## config.mk

```make
export PLATFORM = sky130hd
export DESIGN_NAME = router_pkt_rx
export DESIGN_NICKNAME = d
export VERILOG_FILES = /design/src/rtl/router_pkt_rx.sv
export SDC_FILE = /design/constraint.sdc
export NUM_CORES = 1
export LEC_CHECK = 0
export CORE_MARGIN = 5
export CORE_UTILIZATION = 60
export DETAILED_ROUTE_END_ITERATION = 12
export HOLD_SLACK_MARGIN = 0.08
export PLACE_DENSITY = 0.85
export SKIP_LAST_GASP = 1
export SLEW_MARGIN = 10
export SYNTH_ARGS = -nofsm -noshare
export SYNTH_HDL_FRONTEND = slang
export SYNTH_SLANG_ARGS = --single-unit
```

## constraint.sdc

```tcl
create_clock -name clock -period 7.8 [get_ports clock]
set_input_delay 0.78 -clock clock [delete_from_list [all_inputs] [get_ports clock]]
set_output_delay 0.78 -clock clock [all_outputs]
set_load 0.005 [all_outputs]
```

## src/rtl/router_pkt_rx.sv

```systemverilog
// Router output-port packet receiver: drains one FIFO, checks parity, streams payload.
// Optional header address check is enabled with ROUTER_PKT_RX_ADDR_CHECK_EN.
module router_pkt_rx #(
  parameter logic [1:0] PORT_ADDR = 2'd0
) (
  input  logic       clock,
  input  logic       resetn,
  input  logic       vld_out,
  input  logic [7:0] data_out,
  output logic       read_enb,
  output logic       byte_valid,
  output logic [7:0] byte_data,
  output logic [5:0] pkt_len,
  output logic [1:0] pkt_addr,
  output logic       pkt_done,
  output logic       pkt_err
`ifdef ROUTER_PKT_RX_ADDR_CHECK_EN
  ,
  output logic       addr_err
`endif
);

  // state  | meaning
  // IDLE   | no packet in progress, next read is a header
  // ACTIVE | header issued, reading payload and parity
  typedef enum logic {
    IDLE   = 1'b0,
    ACTIVE = 1'b1
  } state_e;

  state_e     state_q;
  logic [6:0] iss_q;
  logic [6:0] cap_q;
  logic       rd_q;
  logic [7:0] acc_q;
  logic [5:0] len_q;
  logic [1:0] addr_q;
  logic       byte_valid_q;
  logic [7:0] byte_data_q;
  logic       pkt_done_q;
  logic       pkt_err_q;
  logic       addr_err_q;

  logic [6:0] last_idx;
  logic       more;

  // Until the header lands only header + one more byte are safe to request:
  // every packet is at least two bytes long.
  assign last_idx = {1'b0, len_q} + 7'd1;
  assign more     = (cap_q == 7'd0) ? (iss_q < 7'd2) : (iss_q < (last_idx + 7'd1));
  assign read_enb = resetn & vld_out & more;

  always_ff @(posedge clock or negedge resetn) begin
    if (!resetn) begin
      state_q      <= IDLE;
      iss_q        <= '0;
      cap_q        <= '0;
      rd_q         <= 1'b0;
      acc_q        <= '0;
      len_q        <= '0;
      addr_q       <= '0;
      byte_valid_q <= 1'b0;
      byte_data_q  <= '0;
      pkt_done_q   <= 1'b0;
      pkt_err_q    <= 1'b0;
      addr_err_q   <= 1'b0;
    end else begin
      byte_valid_q <= 1'b0;
      pkt_done_q   <= 1'b0;
      pkt_err_q    <= 1'b0;
      addr_err_q   <= 1'b0;
      rd_q         <= read_enb;
      if (read_enb) begin
        iss_q <= iss_q + 7'd1;
      end
      case (state_q)
        IDLE: begin
          if (read_enb) begin
            state_q <= ACTIVE;
          end
        end
        ACTIVE: begin
          if (rd_q) begin
            if (cap_q == 7'd0) begin
              len_q  <= data_out[7:2];
              addr_q <= data_out[1:0];
              acc_q  <= data_out;
              cap_q  <= 7'd1;
            end else if (cap_q == last_idx) begin
              pkt_done_q <= 1'b1;
              pkt_err_q  <= (acc_q != data_out);
              addr_err_q <= (addr_q != PORT_ADDR);
              state_q    <= IDLE;
              iss_q      <= '0;
              cap_q      <= '0;
              acc_q      <= '0;
            end else begin
              byte_data_q  <= data_out;
              byte_valid_q <= 1'b1;
              acc_q        <= acc_q ^ data_out;
              cap_q        <= cap_q + 7'd1;
            end
          end
        end
        default: state_q <= IDLE;
      endcase
    end
  end

  assign byte_valid = byte_valid_q;
  assign byte_data  = byte_data_q;
  assign pkt_len    = len_q;
  assign pkt_addr   = addr_q;
  assign pkt_done   = pkt_done_q;
  assign pkt_err    = pkt_err_q;

`ifdef ROUTER_PKT_RX_ADDR_CHECK_EN
  assign addr_err = addr_err_q;
`else
  logic unused_addr_err;
  assign unused_addr_err = addr_err_q;
`endif

endmodule

```

* Word-level counts from Yosys, hierarchy flattened *
Index checks and enable logic that the tools add are counted.

operators by class
  add/subtract/negate cells = 4
  multipliers = 0
  divide/modulo/power cells = 0
  order comparisons = 2
  equality and inequality tests = 2
  shifts and indexed selects = 0
  muxes and demuxes = 26
  bitwise operators = 6
  reductions and logical operators = 4

operators by type and width
  kind                                                                  number
  7-bit two-way mux                                                     7
  7-bit by 1-bit adder with 7-bit output, second input constant         3
  1-bit two-way mux                                                     16
  8-bit two-way mux                                                     2
  8-bit inequality test                                                 1
  8-bit XOR                                                             1
  6-bit by 1-bit adder with 7-bit output, second input constant         1
  7-bit equality test                                                   1
  7-bit zero test                                                       1
  7-bit by 2-bit < comparator with 1-bit output, second input constant  1
  7-bit < comparator                                                    1
  4-bit AND reduction                                                   1
  1-bit inverter                                                        3
  3-bit AND reduction                                                   1
  1-bit AND                                                             2
  1-bit case mux with 2 select lines                                    1
  2-bit AND reduction                                                   1

word-level totals
  bits in registers = 43
  bits in latches = 0
  memory bits (writable) = 0
  bits in read-only memories = 0
  output and inout port bits = 20
  memories = 0

* Depth between registers and ports, before layout *
  depth in word-level cells = 10
  depth in mapped cells = 14

* Worst setup path after synthesis *
No wires, ideal clock.

  path type = register to output
  start = reg len_q[0], in the netlist pkt_len[0]
  end = out read_enb
  data arrival time = 2.639 ns
  setup slack = 4.381 ns
  stages on the path, launching flop included = 13
  buffers on the path = 1
  path through = dfrtp_1 buf_2 inv_1 ha_1 nor3_1 nor2_1 nor2_1 xnor2_1 ha_1 a21oi_1 a21boi_0 a2111o_1 a21oi_1

on the way
  word-level cells in the longest chain between the ends = 5

ends and longest elaborated chain
  what                                    line  text
  start, declared                         36    logic [5:0] len_q;
  start signal, assigned                  85    len_q <= data_out[7:2];
  6-bit by 1-bit adder with 7-bit output  49    assign last_idx = {1'b0, len_q} + 7'd1;
  7-bit by 1-bit adder with 7-bit output  50    assign more = (cap_q == 7'd0) ? (iss_q < 7'd2) : (iss_q < (last_idx + 7'd1));
  7-bit < comparator                      50
  1-bit two-way mux                       50
  1-bit AND                               51    assign read_enb = resetn & vld_out & more;
  end, declared                           10    output logic read_enb,

No other way between the ends.

* Worst setup path in the final report *
Same ends and word-level chain as after synthesis.

==> key figures <==
Global route
  – Antenna violations before repair: 0
  – GRT met1 Usage: between 30% and 40%
  – GRT Total Usage: 22.5%
  – First-pass GRT wire length: about 9.6 mm
  – Largest net degree at the start of global routing: 47
  – Met2 Usage GRT: a little over a third
  – GR Layer Usage met3: ~5.2%
  – Number of global-route vias before repair: approximately 2000
  – Grt total ovfl: 0
  – Layer with the highest usage: met2

Place
  – I/O Buffers: 30
  – Inst Count DP: 317
  – Placement Setup Slack: approximately 3.5 ns
  – Cell Area, Placed: between 2000 and 3000 um^2
  – Final GP Congestion: 0.830
  – Post-DP HPWL: between 3 and 4 mm

Clocking
  – Clock buffer depth: 2
  – Hold_buf cts: 0
  – Clock Sink Count: 43
  – Clock slew seen by the registers of the worst setup and hold paths: 0.09 ns
  – Post-CTS setup buffers: 0
  – CTS buffer count: 5
  – Post-CTS sizing: 0
  – Worst skew pair latency: slightly above 0.3 ns
  – Clock H-tree levels: 2
  – Root Buffer: clkbuf_8
  – CTS tree: yes

Power and ir drop
  – PwrDens: about 400 nW/um^2
  – Leakage: 1.31 nW
  – Peak VDD IR: between 0.0002 and 0.0003 V
  – Power, Total: 1.17 mW

Floorplan
  – Width of the die: about 75 um
  – Initial core utilization: a little over three fifths
  – Core area: slightly above 4000 um^2
  – Chip height: roughly 75 um
  – Io pins: 31
  – Die ar.: between 5000 and 6000 um^2
  – Row cnt: 23

Cells and area
  – Layout area overhead: 16.4%
  – Layout cell share with drive strength beyond 1: around 8%
  – Final nets: around 300
  – Most common cell after layout, fill and taps aside: dfrtp_1
  – Finished Core Util: 72.9%
  – Final instance area: 2940 um^2
  – Most frequent cells in the layout: 43 x dfrtp_1, 29 x clkdlybuf4s50_1, 21 x nor2_1
  – Ant diodes: 0
  – Layout Cells excl Fill: 325

STA
  – Slew headroom: 34.6%
  – Setup tns final: 0 ns
  – RSZ-0062 raised after global routing: false
  – Slew @ Worst Pin: 0.981 ns
  – Layout Skew: slightly below 0.009 ns
  – Fin worst setup slack: around 3.2 ns
  – Fin crit period: between 4 and 5 ns
  – Final Hold Violating Endpoints: 0
  – Max Fclk: around 220 MHz
  – Final setup fails: 0
  – Period utilization: 59.5%
  – Final Max Tran Viols: 0
  – Fin Hold WS: 0.500 ns

Logic synthesis
  – Synth Area per Inst: slightly above 10 um^2
  – Synth cell types: 45
  – Largest cells by area after synthesis: dfrtp_1 43%, ha_1 5.5%, xor2_1 4.9%
  – Syn_nets: 270
  – Synth area leader: dfrtp_1
  – Synth Instances: ~250
  – Count of state elements after synthesis: 43
  – Cell Area, Synth: 2520 um^2
  – Yosys Warn Count: 0
  – Sequential share of the synthesized area: a little over two fifths
  – Top cell type's share of synthesized area: 42.6%

Detailed routing
  – Wire per inst: between 15 and 20 um
  – Drt first-iter violations: roughly 160
  – DRT Pass-1 Iters: 4
  – Routed WL: between 5 and 6 mm
  – DRC: 0
  – DR vias: just under 2000
  – Routed Antenna Nets: 0
  – Vias per cell: 6.10

Setup path
  – Worst-path fanout max: 12
  – CP peak stage delay: around 0.59 ns
  – Worst Path Arrival: between 3 and 4 ns
  – Worst setup EP type: primary output
  – CP delay by family, top: compound AO/OA/AOI/OAI gates
  – Critical Path Start Type: flop
  – Buffers plus inverters on the worst setup path: 1
  – Critical setup path kind: flop to primary output
  – Worst path required time: roughly 7.0 ns
  – Critical-path cell list: ha_1 -> xnor2_2 -> nor3_1 -> nor2_1 -> nor2_1 -> xnor2_1 -> ha_1 -> a21oi_1 -> a21boi_0 -> a2111o_1 -> a21oi_1 -> clkdlybuf4s50_1
  – CP max stage cell: clkdlybuf4s50_1

Outcome
  – Status: completed

Hold path
  – Hold crit path type: flop to flop

Flow run
  – MaxCap Viol Count: 0
==> registers in the layout (all words and copies together), names as in the netlist <==
signal      cells
pkt_err         1
iss_q           7
state_q         1
byte_valid      1
rd_q            1
byte_data       8
pkt_done        1
pkt_len         6
cap_q           7
pkt_addr        2
acc_q           8
==> worst reg2reg max path: cells and delay by family (launching register included) <==
| family | cells | cell delay (ns) |
|---|---|---|
| adders and majority gates | 1 | 0.34 |
| and+or+nand+nor | 2 | 1.32 |
| xor gates and xnor gates | 2 | 0.35 |
| AOI/OAI and AO/OA | 2 | 0.95 |
| DFF | 1 | 0.52 |
==> worst paths after layout <==
path                                   start           end  slack (ns)  depth (start not counted)
worst max-delay path              pkt_len[0]      read_enb        3.16                         12
worst min-delay path            byte_data[7]  byte_data[7]        0.50                          1
worst max register to register    pkt_len[0]       pkt_err        4.26                          7
worst min register to register  byte_data[7]  byte_data[7]        0.50                          1
max in group asynchronous             resetn  byte_data[1]        6.56                          1
min in group asynchronous             resetn      iss_q[3]        0.63                          1
==> synth_stat cells (all sizes together) <==
cell type	n
dfrtp	43
nor2	21
mux2	16
and3	15
nand2	14
xnor2	14
xor2	14
o21ai	13
ha	11
nand3	11
a22o	10
o31ai	8
buf	7
nor4	6
a21oi	5
clkbuf	4
inv	4
nand2b	3
nor2b	3
or4	3
a21boi	2
and2	2
nand4	2
nor3	2
o2bb2ai	2
or3	2
a2111o	1
a211o	1
a211oi	1
a21o	1
a311oi	1
a32o	1
mux2i	1
nand4b	1
o211ai	1
o21a	1
or2	1
==> layer usage <==
layer / vias to the layer above / routed length, um
met5: - / 0
met4: 0 / 57
met3: 7 / 266
met2: 53 / 2700
met1: 971 / 2460
li1: 951 / -
==> where the power goes <==
group	switching (mW)	total [mW]	internal [mW]
Sequential	0.120	0.432	0.312
Combinational	0.248	0.556	0.308
Clock	0.0842	0.180	0.0955
==> area by class of cell <==
type	count	area, um^2
multi-input cells	190	1380
flip-flops and latches	43	1080
clock buffers	5	68.8
fillers	294	1090
repair buffers	30	295
clock inverters	3	43.8
well taps	50	62.6
inverters	4	15.0
==> kinds of logic (layout without fill, tap and decap cells) <==
group	after synthesis	in the layout	share of synthesized area, %
AO/OA/AOI/OAI	48	48	13.9
XOR/XNOR	28	28	10.0
adder cells (fa/ha/maj)	11	11	5.45
buffers and inverters	15	42	2.83
flip-flops	43	43	42.6
multiplexers	17	17	7.54
AND/OR/NAND/NOR	86	86	17.6
Power figures use the tool's default switching activity.
